--- src/rtl/sram_fifo_ctrl_pkg.sv ---
// Shared types and width helpers for the SRAM-backed FIFO controller.
package sram_fifo_pkg;

    // Occupancy of the two-entry output skid buffer.
    typedef enum logic [1:0] {
        EMPTY = 2'd0,
        ONE   = 2'd1,
        TWO   = 2'd2
    } out_state_e;

    function automatic int addrWidthOf(input int depth);
        return (depth > 1) ? $clog2(depth) : 1;
    endfunction

    // Count of entries resident in the SRAM, 0..depth inclusive.
    function automatic int cntWidthOf(input int depth);
        return $clog2(depth + 1);
    endfunction

    // Total level: SRAM + one in-flight read + two skid entries.
    function automatic int lvlWidthOf(input int depth);
        return $clog2(depth + 3);
    endfunction

endpackage

--- src/rtl/sram_fifo_ctrl_if.sv ---
// Push/pop streams, level and SRAM port bundle of the FIFO controller.
// master: producer, consumer and SRAM side; slave: the controller.
interface sram_fifo_ctrl_if #(
    parameter int DATA_WIDTH = 32,
    parameter int RAM_DEPTH  = 64
);
    localparam int ADDR_WIDTH = sram_fifo_pkg::addrWidthOf(RAM_DEPTH);
    localparam int LVL_WIDTH  = sram_fifo_pkg::lvlWidthOf(RAM_DEPTH);

    logic                  I_PushValid;
    logic                  O_PushReady;
    logic [DATA_WIDTH-1:0] I_PushData;

    logic                  O_PopValid;
    logic                  I_PopReady;
    logic [DATA_WIDTH-1:0] O_PopData;

    logic [LVL_WIDTH-1:0]  O_Level;

    logic                  O_RamWrEn;
    logic [ADDR_WIDTH-1:0] O_RamWrAddr;
    logic [DATA_WIDTH-1:0] O_RamWrData;
    logic                  O_RamRdEn;
    logic [ADDR_WIDTH-1:0] O_RamRdAddr;
    logic [DATA_WIDTH-1:0] I_RamRdData;

    modport master (
        output I_PushValid, I_PushData, I_PopReady, I_RamRdData,
        input  O_PushReady, O_PopValid, O_PopData, O_Level,
               O_RamWrEn, O_RamWrAddr, O_RamWrData, O_RamRdEn, O_RamRdAddr
    );

    modport slave (
        input  I_PushValid, I_PushData, I_PopReady, I_RamRdData,
        output O_PushReady, O_PopValid, O_PopData, O_Level,
               O_RamWrEn, O_RamWrAddr, O_RamWrData, O_RamRdEn, O_RamRdAddr
    );

endinterface

--- src/rtl/sram_fifo_ctrl_skid2.sv ---
// Two-entry output buffer fed by SRAM read returns; head is always a register.
//
//  state | meaning
//  ------+-----------------------------------------
//  EMPTY | nothing buffered, O_Valid low
//  ONE   | head_q holds the oldest entry
//  TWO   | head_q oldest, tail_q next
//
// I_Pop must already be qualified with O_Valid by the caller. The read-issue
// rule upstream never delivers an arrival into TWO unless a pop happens too.
module fifo_skid2
    import sram_fifo_pkg::*;
#(
    parameter int DATA_WIDTH = 32
) (
    input  logic                  I_Clk,
    input  logic                  I_Reset,
    input  logic                  I_Arrival,
    input  logic [DATA_WIDTH-1:0] I_Data,
    input  logic                  I_Pop,
    output logic                  O_Valid,
    output logic [DATA_WIDTH-1:0] O_Head,
    output logic [1:0]            O_OutCnt
);

    out_state_e            state_q;
    out_state_e            state_d;
    logic [DATA_WIDTH-1:0] head_q;
    logic [DATA_WIDTH-1:0] tail_q;

    // Occupancy state register.
    always_ff @(posedge I_Clk or posedge I_Reset) begin
        if (I_Reset) begin
            state_q <= EMPTY;
        end else begin
            state_q <= state_d;
        end
    end

    // Occupancy moves up on arrival, down on pop, stays put when both happen.
    always_comb begin
        state_d = state_q;
        unique case (state_q)
            EMPTY: begin
                if (I_Arrival) state_d = ONE;
            end
            ONE: begin
                if (I_Arrival && !I_Pop)      state_d = TWO;
                else if (!I_Arrival && I_Pop) state_d = EMPTY;
            end
            TWO: begin
                if (I_Pop && !I_Arrival) state_d = ONE;
            end
            default: state_d = EMPTY;
        endcase
    end

    // Outputs come straight from registers, never from the arrival path.
    always_comb begin
        O_Valid  = (state_q != EMPTY);
        O_OutCnt = state_q;
        O_Head   = head_q;
    end

    // Entry storage: fill head first, shift tail into head on pop.
    always_ff @(posedge I_Clk or posedge I_Reset) begin
        if (I_Reset) begin
            head_q <= '0;
            tail_q <= '0;
        end else begin
            unique case (state_q)
                EMPTY: begin
                    if (I_Arrival) head_q <= I_Data;
                end
                ONE: begin
                    if (I_Arrival && I_Pop) head_q <= I_Data;
                    else if (I_Arrival)     tail_q <= I_Data;
                end
                TWO: begin
                    if (I_Pop) begin
                        head_q <= tail_q;
                        if (I_Arrival) tail_q <= I_Data;
                    end
                end
                default: ;
            endcase
        end
    end

endmodule

--- src/rtl/sram_fifo_ctrl.sv ---
// FIFO controller around a 1-cycle-latency dual-port SRAM, with a two-entry
// skid buffer on the output so a pop can be served every cycle.
module sram_fifo_ctrl
    import sram_fifo_pkg::*;
#(
    parameter int DATA_WIDTH = 32,
    parameter int RAM_DEPTH  = 64
) (
    input  logic            I_Clk,
    input  logic            I_Reset,
    sram_fifo_ctrl_if.slave fifoBus
);

    localparam int ADDR_WIDTH = addrWidthOf(RAM_DEPTH);
    localparam int LVL_WIDTH  = lvlWidthOf(RAM_DEPTH);
    localparam int CNT_WIDTH  = cntWidthOf(RAM_DEPTH);

    localparam logic [CNT_WIDTH-1:0]  FULL_CNT  = CNT_WIDTH'(RAM_DEPTH);
    localparam logic [ADDR_WIDTH-1:0] LAST_ADDR = ADDR_WIDTH'(RAM_DEPTH - 1);

    logic [ADDR_WIDTH-1:0] wrPtr_q;
    logic [ADDR_WIDTH-1:0] rdPtr_q;
    logic [CNT_WIDTH-1:0]  count_q;
    logic                  rdPend_q;

    logic                  pushReady;
    logic                  pushFire;
    logic                  popValid;
    logic                  popFire;
    logic                  rdEn;
    logic [1:0]            outCnt;
    logic [2:0]            occupancy;
    logic [DATA_WIDTH-1:0] popHead;

    // Depth need not be a power of two, so pointers wrap explicitly.
    function automatic logic [ADDR_WIDTH-1:0] incPtr(input logic [ADDR_WIDTH-1:0] ptr);
        return (ptr == LAST_ADDR) ? '0 : ptr + ADDR_WIDTH'(1);
    endfunction

    // Ready decodes only the SRAM count; it is held low while reset is applied.
    assign pushReady = !I_Reset && (count_q != FULL_CNT);
    assign pushFire  = fifoBus.I_PushValid && pushReady;
    assign popFire   = popValid && fifoBus.I_PopReady;

    // Issue a read only if skid + in-flight, after this cycle's pop, leaves room.
    assign occupancy = {1'b0, outCnt} + {2'b00, rdPend_q};
    assign rdEn      = (count_q != '0) &&
                       ((occupancy <= 3'd1) || ((occupancy == 3'd2) && popFire));

    // Pointers, SRAM-resident count and the one-deep read-pending flag.
    always_ff @(posedge I_Clk or posedge I_Reset) begin
        if (I_Reset) begin
            wrPtr_q  <= '0;
            rdPtr_q  <= '0;
            count_q  <= '0;
            rdPend_q <= 1'b0;
        end else begin
            if (pushFire) wrPtr_q <= incPtr(wrPtr_q);
            if (rdEn)     rdPtr_q <= incPtr(rdPtr_q);
            if (pushFire && !rdEn)      count_q <= count_q + CNT_WIDTH'(1);
            else if (!pushFire && rdEn) count_q <= count_q - CNT_WIDTH'(1);
            rdPend_q <= rdEn;
        end
    end

    fifo_skid2 #(
        .DATA_WIDTH (DATA_WIDTH)
    ) uSkid (
        .I_Clk     (I_Clk),
        .I_Reset   (I_Reset),
        .I_Arrival (rdPend_q),
        .I_Data    (fifoBus.I_RamRdData),
        .I_Pop     (popFire),
        .O_Valid   (popValid),
        .O_Head    (popHead),
        .O_OutCnt  (outCnt)
    );

    assign fifoBus.O_PushReady = pushReady;
    assign fifoBus.O_PopValid  = popValid;
    assign fifoBus.O_PopData   = popHead;
    assign fifoBus.O_Level     = LVL_WIDTH'(count_q) + LVL_WIDTH'(rdPend_q) + LVL_WIDTH'(outCnt);

    assign fifoBus.O_RamWrEn   = pushFire;
    assign fifoBus.O_RamWrAddr = wrPtr_q;
    assign fifoBus.O_RamWrData = fifoBus.I_PushData;
    assign fifoBus.O_RamRdEn   = rdEn;
    assign fifoBus.O_RamRdAddr = rdPtr_q;

endmodule
--- src/flat_wrapper.sv ---
// flat-port wrapper written by rule: the top's interface ports become plain ports
module sram_fifo_ctrl_flat import sram_fifo_pkg::*;
#(
    parameter int DATA_WIDTH = 32,
    parameter int RAM_DEPTH  = 64
)
  (I_Clk, I_Reset, fifoBus_I_PushValid, fifoBus_I_PushData, fifoBus_I_PopReady, fifoBus_I_RamRdData, fifoBus_O_PushReady, fifoBus_O_PopValid, fifoBus_O_PopData, fifoBus_O_Level, fifoBus_O_RamWrEn, fifoBus_O_RamWrAddr, fifoBus_O_RamWrData, fifoBus_O_RamRdEn, fifoBus_O_RamRdAddr);
  sram_fifo_ctrl_if #(.DATA_WIDTH(DATA_WIDTH), .RAM_DEPTH(RAM_DEPTH)) fifoBus_i ();
  input  logic I_Clk;
  input  logic I_Reset;
  input wire logic [$bits(fifoBus_i.I_PushValid)-1:0] fifoBus_I_PushValid;
  input wire logic [$bits(fifoBus_i.I_PushData)-1:0] fifoBus_I_PushData;
  input wire logic [$bits(fifoBus_i.I_PopReady)-1:0] fifoBus_I_PopReady;
  input wire logic [$bits(fifoBus_i.I_RamRdData)-1:0] fifoBus_I_RamRdData;
  output wire logic [$bits(fifoBus_i.O_PushReady)-1:0] fifoBus_O_PushReady;
  output wire logic [$bits(fifoBus_i.O_PopValid)-1:0] fifoBus_O_PopValid;
  output wire logic [$bits(fifoBus_i.O_PopData)-1:0] fifoBus_O_PopData;
  output wire logic [$bits(fifoBus_i.O_Level)-1:0] fifoBus_O_Level;
  output wire logic [$bits(fifoBus_i.O_RamWrEn)-1:0] fifoBus_O_RamWrEn;
  output wire logic [$bits(fifoBus_i.O_RamWrAddr)-1:0] fifoBus_O_RamWrAddr;
  output wire logic [$bits(fifoBus_i.O_RamWrData)-1:0] fifoBus_O_RamWrData;
  output wire logic [$bits(fifoBus_i.O_RamRdEn)-1:0] fifoBus_O_RamRdEn;
  output wire logic [$bits(fifoBus_i.O_RamRdAddr)-1:0] fifoBus_O_RamRdAddr;
  assign fifoBus_i.I_PushValid = fifoBus_I_PushValid;
  assign fifoBus_i.I_PushData = fifoBus_I_PushData;
  assign fifoBus_i.I_PopReady = fifoBus_I_PopReady;
  assign fifoBus_i.I_RamRdData = fifoBus_I_RamRdData;
  assign fifoBus_O_PushReady = fifoBus_i.O_PushReady;
  assign fifoBus_O_PopValid = fifoBus_i.O_PopValid;
  assign fifoBus_O_PopData = fifoBus_i.O_PopData;
  assign fifoBus_O_Level = fifoBus_i.O_Level;
  assign fifoBus_O_RamWrEn = fifoBus_i.O_RamWrEn;
  assign fifoBus_O_RamWrAddr = fifoBus_i.O_RamWrAddr;
  assign fifoBus_O_RamWrData = fifoBus_i.O_RamWrData;
  assign fifoBus_O_RamRdEn = fifoBus_i.O_RamRdEn;
  assign fifoBus_O_RamRdAddr = fifoBus_i.O_RamRdAddr;
  sram_fifo_ctrl #(.DATA_WIDTH(DATA_WIDTH), .RAM_DEPTH(RAM_DEPTH)) u_core (.I_Clk(I_Clk), .I_Reset(I_Reset), .fifoBus(fifoBus_i));
endmodule
--- config.mk ---
export PLATFORM = sky130hd
export DESIGN_NAME = sram_fifo_ctrl_flat
export DESIGN_NICKNAME = d
export VERILOG_FILES = /design/src/rtl/sram_fifo_ctrl_pkg.sv /design/src/rtl/sram_fifo_ctrl_if.sv /design/src/rtl/sram_fifo_ctrl_skid2.sv /design/src/rtl/sram_fifo_ctrl.sv /design/src/flat_wrapper.sv
export SDC_FILE = /design/constraint.sdc
export NUM_CORES = 1
export LEC_CHECK = 0
export ABC_AREA = 1
export CORE_MARGIN = 4
export CORE_UTILIZATION = 43
export DETAILED_ROUTE_END_ITERATION = 7
export PLACE_DENSITY = 0.78
export SETUP_SLACK_MARGIN = 0.2
export SLEW_MARGIN = 10
export SYNTH_ARGS = -nofsm -noshare
export SYNTH_HDL_FRONTEND = slang
export SYNTH_HIERARCHICAL = 1
export SYNTH_SLANG_ARGS = --single-unit
--- constraint.sdc ---
create_clock -name I_Clk -period 2.8 [get_ports I_Clk]
set_input_delay 0.7 -clock I_Clk [delete_from_list [all_inputs] [get_ports I_Clk]]
set_output_delay 0.7 -clock I_Clk [all_outputs]
set_load 0.01 [all_outputs]
==> results <==
- The endpoint arrival time on the critical path is 1.96 ns.
- TritonCTS built the clock tree.
- Subtracting the final worst setup slack from the clock period gives 2.66 ns.
- The total clock sinks is 86.
- In the finished design, the share of the clock period the worst path needs comes to 0.949.
- Ranked by total cell area, the synthesized netlist is headed by sky130_fd_sc_hd__dfrtp_1 44%, sky130_fd_sc_hd__nand2_1 25%, sky130_fd_sc_hd__buf_4 5.8%.
- For the worst-skew pair, the clock arrives at the later sink with an insertion delay of 0.34 ns.
- The share of cell area taken by muxes after synthesis is 0.
- The uppermost signal routing layer after detailed routing is met4.
- The number of antenna violations at the first check in global routing was 0.
- 0 antenna diodes ended up in the layout.
- The placed wire-length estimate after detailed placement is 8.00 mm.
- During placement, the flow inserted port buffers numbering 90.
- The complex-gate fraction of the synthesized area is 0.0319.
- Entering global routing, the biggest net connects 67 pins.
- Of the total synthesized cell area, the portion taken by full adders, half adders and majority gates is 0.0530.
- In the final layout, the share of cells above drive strength 1 is 0.158.
- The required time of the worst setup path is 2.10 ns.
- The count of different cell masters after synthesis is 29.
- The area share of xor/xnor cells in the synthesized design is 0.0178.
- The number of cells after detailed placement is 847.
- The horizontal extent of the die is 115 µm.
- The final worst clock skew is 0.00799 ns.
- The biggest area contributor in the post-synthesis netlist is sky130_fd_sc_hd__dfrtp_1.
- Of the post-synthesis cell area, the dominant cell type holds 0.438.
- The floorplan step defined a core boundary enclosing 0.0110 mm².
- Of the synthesized area, sequential elements account for 0.438.
- The critical path endpoint category is an output pin.
- CTS built an H-tree with a depth of 3.
- The via count of the first global-routing pass was 4168.
- The class of the worst hold path is flop to flop.
- The largest family of logic cells by synthesized area is simple AND/OR/NAND/NOR gates.
- The worst stage delay on the critical path is 0.37 ns.
- Along the worst path, the maximum fanout reaches 2.
- The number of buffers on the longest clock path is 2.
- The root buffer cell chosen for the clock tree is sky130_fd_sc_hd__clkbuf_16.
- The mapped netlist covers 0.00491 mm².
- The number of buffers and inverters on the critical path is 3.
- The finished cells cover 0.00627 mm².
- For this design the ratio of total power to cell area is 1370 mW/mm².
- The final routed wirelength across all metal layers is 12.0 mm.
- Setup repair after global routing could not meet its margin everywhere.
- For this run, the total global-route usage over all layers was measured as 0.184.
- The first-pass GRT wire length is 19.6 mm.
- Routability-driven placement finished with a final weighted congestion of 0.845.
- The met3 layer wire length in the routed design is 809 µm.
- The area growth from synthesis to layout is 27.7%.
- Once detail routing completed, the nets flagged for antenna violations numbered 0.
- The post-synthesis share of cell area spent on and, or, nand and nor gates is 0.347.
- Summing all placed instances gives a cell area of 0.00580 mm².
- The final setup violation count is 0.
- Excluding fillers, the count of instances in the completed layout stands at 863.
- The worst setup path is launched from a flop.
- Clock tree synthesis inserted a total of 9 buffers.
- The number of iterations in the first detailed-routing pass is 4.
- After clock tree synthesis, the clock-pin slew on the worst setup and hold paths is 0.06 ns.
- The number of buffers added for setup after CTS is 0.
- The net count after synthesis is 737.
- At the end of the flow, the number of nets in the layout was 805.
- The die outline area is 0.0132 mm².
- The number of synthesized register bits is 86.
- Derived from the worst setup path, the maximum achievable clock frequency is 376 MHz.
- After synthesis, the mean cell area works out to 7.55 µm².
- The initial utilization of the core area, before any placement, comes to 0.447.
- The met1 layer wirelength in the final routing is 5.18 mm.
- The signal on the critical path passes through inv_2 > fa_2 > inv_2 > fa_2 > nand3_2 > nor2_2 > xor2_1 > buf_2.
- Measured against its own limit, the worst slew margin works out to 0.589.
- The number of max-slew violations in the final report came to 0.
- The residual DRC count is 0.
- The leakage dissipation is 3.23 nW.
- Across all register-to-register paths, the minimum setup slack is 0.28 ns.
- The cell count after synthesis is 650.
- The vertical die dimension is 115 µm.
- The largest individual stage delay along the critical path comes from the cell sky130_fd_sc_hd__fa_2.
- At the pin with the least slew margin, the transition time is 0.614 ns.
- The worst setup path category is flop to output pin.
- The cell family contributing the most delay on the critical path is adder cells.
- Dividing the detail-routed via count by the number of cells gives 4.94.
- In the detailed route, the total length drawn on met2 is 5.74 mm.
- The total count of hold-check failures in the final report is 0.
- In the final routed layout, each cell accounts on average for 13.9 µm.
- The number of DRC markers in iteration 0 is 230.
- The number of core rows is 38.
- The overall via count from detail_route is 4263.
- The number of I/O pins is 155.
- Max-cap violations in this run came to 0.
- The count of synthesis-stage warnings from yosys is 6.
- The flow ran to the end, and the final reports show no timing, DRC or antenna violations.
- The maximum resistive drop on vdd is 680 µV.
- After global routing the overflow that remains totals 0.
==> sequential cells by signal, summed over array words and instances, names as in the netlist <==
register and flops:
u_core/uSkid/O_Head 32, u_core/uSkid/tail_q 32, u_core/rdPend_q 1, u_core/fifoBus.O_RamWrAddr 6, u_core/fifoBus.O_RamRdAddr 6, u_core/uSkid/O_OutCnt 2, u_core/count_q 7
==> where the power goes <==
part / total [mW] / switching [mW] / internal, mW
registers: 2.33 / 0.459 / 1.87
logic: 4.92 / 2.78 / 2.14
clock network: 1.34 / 0.521 / 0.822
==> worst register-to-register path, cell delays in order (launching register included) <==
cell	delay (ns)
sky130_fd_sc_hd__dfrtp_2	0.37
sky130_fd_sc_hd__buf_6	0.14
sky130_fd_sc_hd__ha_4	0.16
sky130_fd_sc_hd__inv_4	0.04
sky130_fd_sc_hd__ha_4	0.27
sky130_fd_sc_hd__inv_2	0.03
sky130_fd_sc_hd__nand3_2	0.05
sky130_fd_sc_hd__nand2_2	0.05
sky130_fd_sc_hd__inv_2	0.07
sky130_fd_sc_hd__nand2_2	0.06
sky130_fd_sc_hd__nand2_4	0.08
sky130_fd_sc_hd__ha_4	0.16
sky130_fd_sc_hd__inv_8	0.06
sky130_fd_sc_hd__fa_2	0.40
sky130_fd_sc_hd__nand2_2	0.11
sky130_fd_sc_hd__nand2_2	0.08
sky130_fd_sc_hd__nand3_2	0.08
sky130_fd_sc_hd__nand2_1	0.05
sky130_fd_sc_hd__nand2_1	0.06
sky130_fd_sc_hd__nand3_1	0.07
sky130_fd_sc_hd__nand2_1	0.07
==> per-stage QoR <==
stage	total power [mW]	utilization	hold slack [ns]	setup slack [ns]	setup TNS, ns
2_1_floorplan	5.20	-	0.442	0.273	0
3_3_place_gp	6.74	0.528	0.453	-0.0922	-0.148
3_5_place_dp	6.95	0.528	0.459	-0.0939	-0.309
4_1_cts	8.34	0.560	0.474	0.115	0
5_1_grt	9.36	0.571	0.485	0.0350	0
6_report	8.60	0.571	0.473	0.143	0
==> cell usage after synthesis <==
master                     instances
sky130_fd_sc_hd__a21oi_1           8
sky130_fd_sc_hd__a21oi_4           1
sky130_fd_sc_hd__buf_2            15
sky130_fd_sc_hd__buf_4            38
sky130_fd_sc_hd__buf_6             1
sky130_fd_sc_hd__clkinv_1          1
sky130_fd_sc_hd__dfrtp_1          86
sky130_fd_sc_hd__fa_1              3
sky130_fd_sc_hd__ha_1             16
sky130_fd_sc_hd__inv_1            36
sky130_fd_sc_hd__inv_2            10
sky130_fd_sc_hd__nand2_1         322
sky130_fd_sc_hd__nand2_2          10
sky130_fd_sc_hd__nand2_4           1
sky130_fd_sc_hd__nand3_1          54
sky130_fd_sc_hd__nand3_2           4
sky130_fd_sc_hd__nand3b_1          1
sky130_fd_sc_hd__nor2_1           11
sky130_fd_sc_hd__nor2_2            2
sky130_fd_sc_hd__nor2_4            3
sky130_fd_sc_hd__nor3_2            1
sky130_fd_sc_hd__o21ai_0           5
sky130_fd_sc_hd__o21ai_1           1
sky130_fd_sc_hd__o21ai_2           5
sky130_fd_sc_hd__o21bai_1          1
sky130_fd_sc_hd__o22ai_1           3
sky130_fd_sc_hd__or2_1             1
sky130_fd_sc_hd__xnor2_1           4
sky130_fd_sc_hd__xor2_1            6
==> kinds of logic after synthesis <==
kind of cell,after synthesis
AOI/OAI and AO/OA,24
xor gates and xnor gates,10
adders and majority gates,19
buffers and inverters,101
DFF,86
and+or+nand+nor,410
==> metal layers <==
| metal | vias to the layer above | global-route usage |
|---|---|---|
| met1 | 2006 | 0.239 |
| li1 | 2107 | - |
| met4 | 0 | 0.0618 |
| met3 | 16 | 0.0389 |
| met5 | - | 0 |
| met2 | 134 | 0.306 |
==> cell type report <==
| class | instances | area (µm²) |
|---|---|---|
| fill | 977 | 4710 |
| multi-input combinational | 463 | 2350 |
| sequential | 86 | 2150 |
| timing repair buffer | 111 | 1060 |
| clock buffer | 10 | 239 |
| inverter | 47 | 190 |
| tap | 140 | 175 |
| clock inverter | 6 | 97.6 |
==> what timing repair did <==
item,CTS,global route
hold buffers,0,0
pin swaps,3,16
gates resized for setup,40,28
gates cloned,0,0
setup endpoints to repair,14,10
==> path summary, 6_finish.rpt <==
check	start	end	depth (start not counted)
max in group asynchronous	I_Reset	u_core/uSkid/tail_q[13]$_DFFE_PP0P_	4
worst max-delay path	u_core/count_q[0]$_DFFE_PP0P_	fifoBus_O_Level[6]	8
worst max register to register	u_core/uSkid/O_OutCnt[0]$_DFFE_PP0P_	u_core/count_q[6]$_DFFE_PP0P_	20
worst min-delay path	u_core/uSkid/tail_q[2]$_DFFE_PP0P_	u_core/uSkid/tail_q[2]$_DFFE_PP0P_	2
min in group asynchronous	I_Reset	u_core/fifoBus.O_RamWrAddr[0]$_DFFE_PP0P_	3
worst min register to register	u_core/uSkid/tail_q[2]$_DFFE_PP0P_	u_core/uSkid/tail_q[2]$_DFFE_PP0P_	2
==> placed cells by master, fill, tap and decap left out, types with 3 or more instances in the layout <==
cell | synthesis | layout
sky130_fd_sc_hd__xor2_1 | 6 | 6
sky130_fd_sc_hd__inv_2 | 10 | 14
sky130_fd_sc_hd__inv_6 | 0 | 3
sky130_fd_sc_hd__buf_6 | 1 | 3
sky130_fd_sc_hd__o21ai_0 | 5 | 5
sky130_fd_sc_hd__ha_4 | 0 | 7
sky130_fd_sc_hd__nor2_1 | 11 | 9
sky130_fd_sc_hd__buf_2 | 15 | 4
sky130_fd_sc_hd__nand3_2 | 4 | 9
sky130_fd_sc_hd__nor2_2 | 2 | 4
sky130_fd_sc_hd__o21ai_2 | 5 | 5
sky130_fd_sc_hd__clkdlybuf4s50_1 | 0 | 81
sky130_fd_sc_hd__fa_2 | 0 | 3
sky130_fd_sc_hd__ha_1 | 16 | 9
sky130_fd_sc_hd__nand3_1 | 54 | 49
sky130_fd_sc_hd__nor2_4 | 3 | 3
sky130_fd_sc_hd__buf_4 | 38 | 17
sky130_fd_sc_hd__nand2_1 | 322 | 316
sky130_fd_sc_hd__inv_1 | 36 | 29
sky130_fd_sc_hd__nand2_2 | 10 | 16
sky130_fd_sc_hd__xnor2_1 | 4 | 4
sky130_fd_sc_hd__o22ai_1 | 3 | 3
sky130_fd_sc_hd__dfrtp_1 | 86 | 84
sky130_fd_sc_hd__a21oi_1 | 8 | 7
sky130_fd_sc_hd__clkbuf_16 | 0 | 9
No activity file was read; power rests on OpenSTA's default activity.
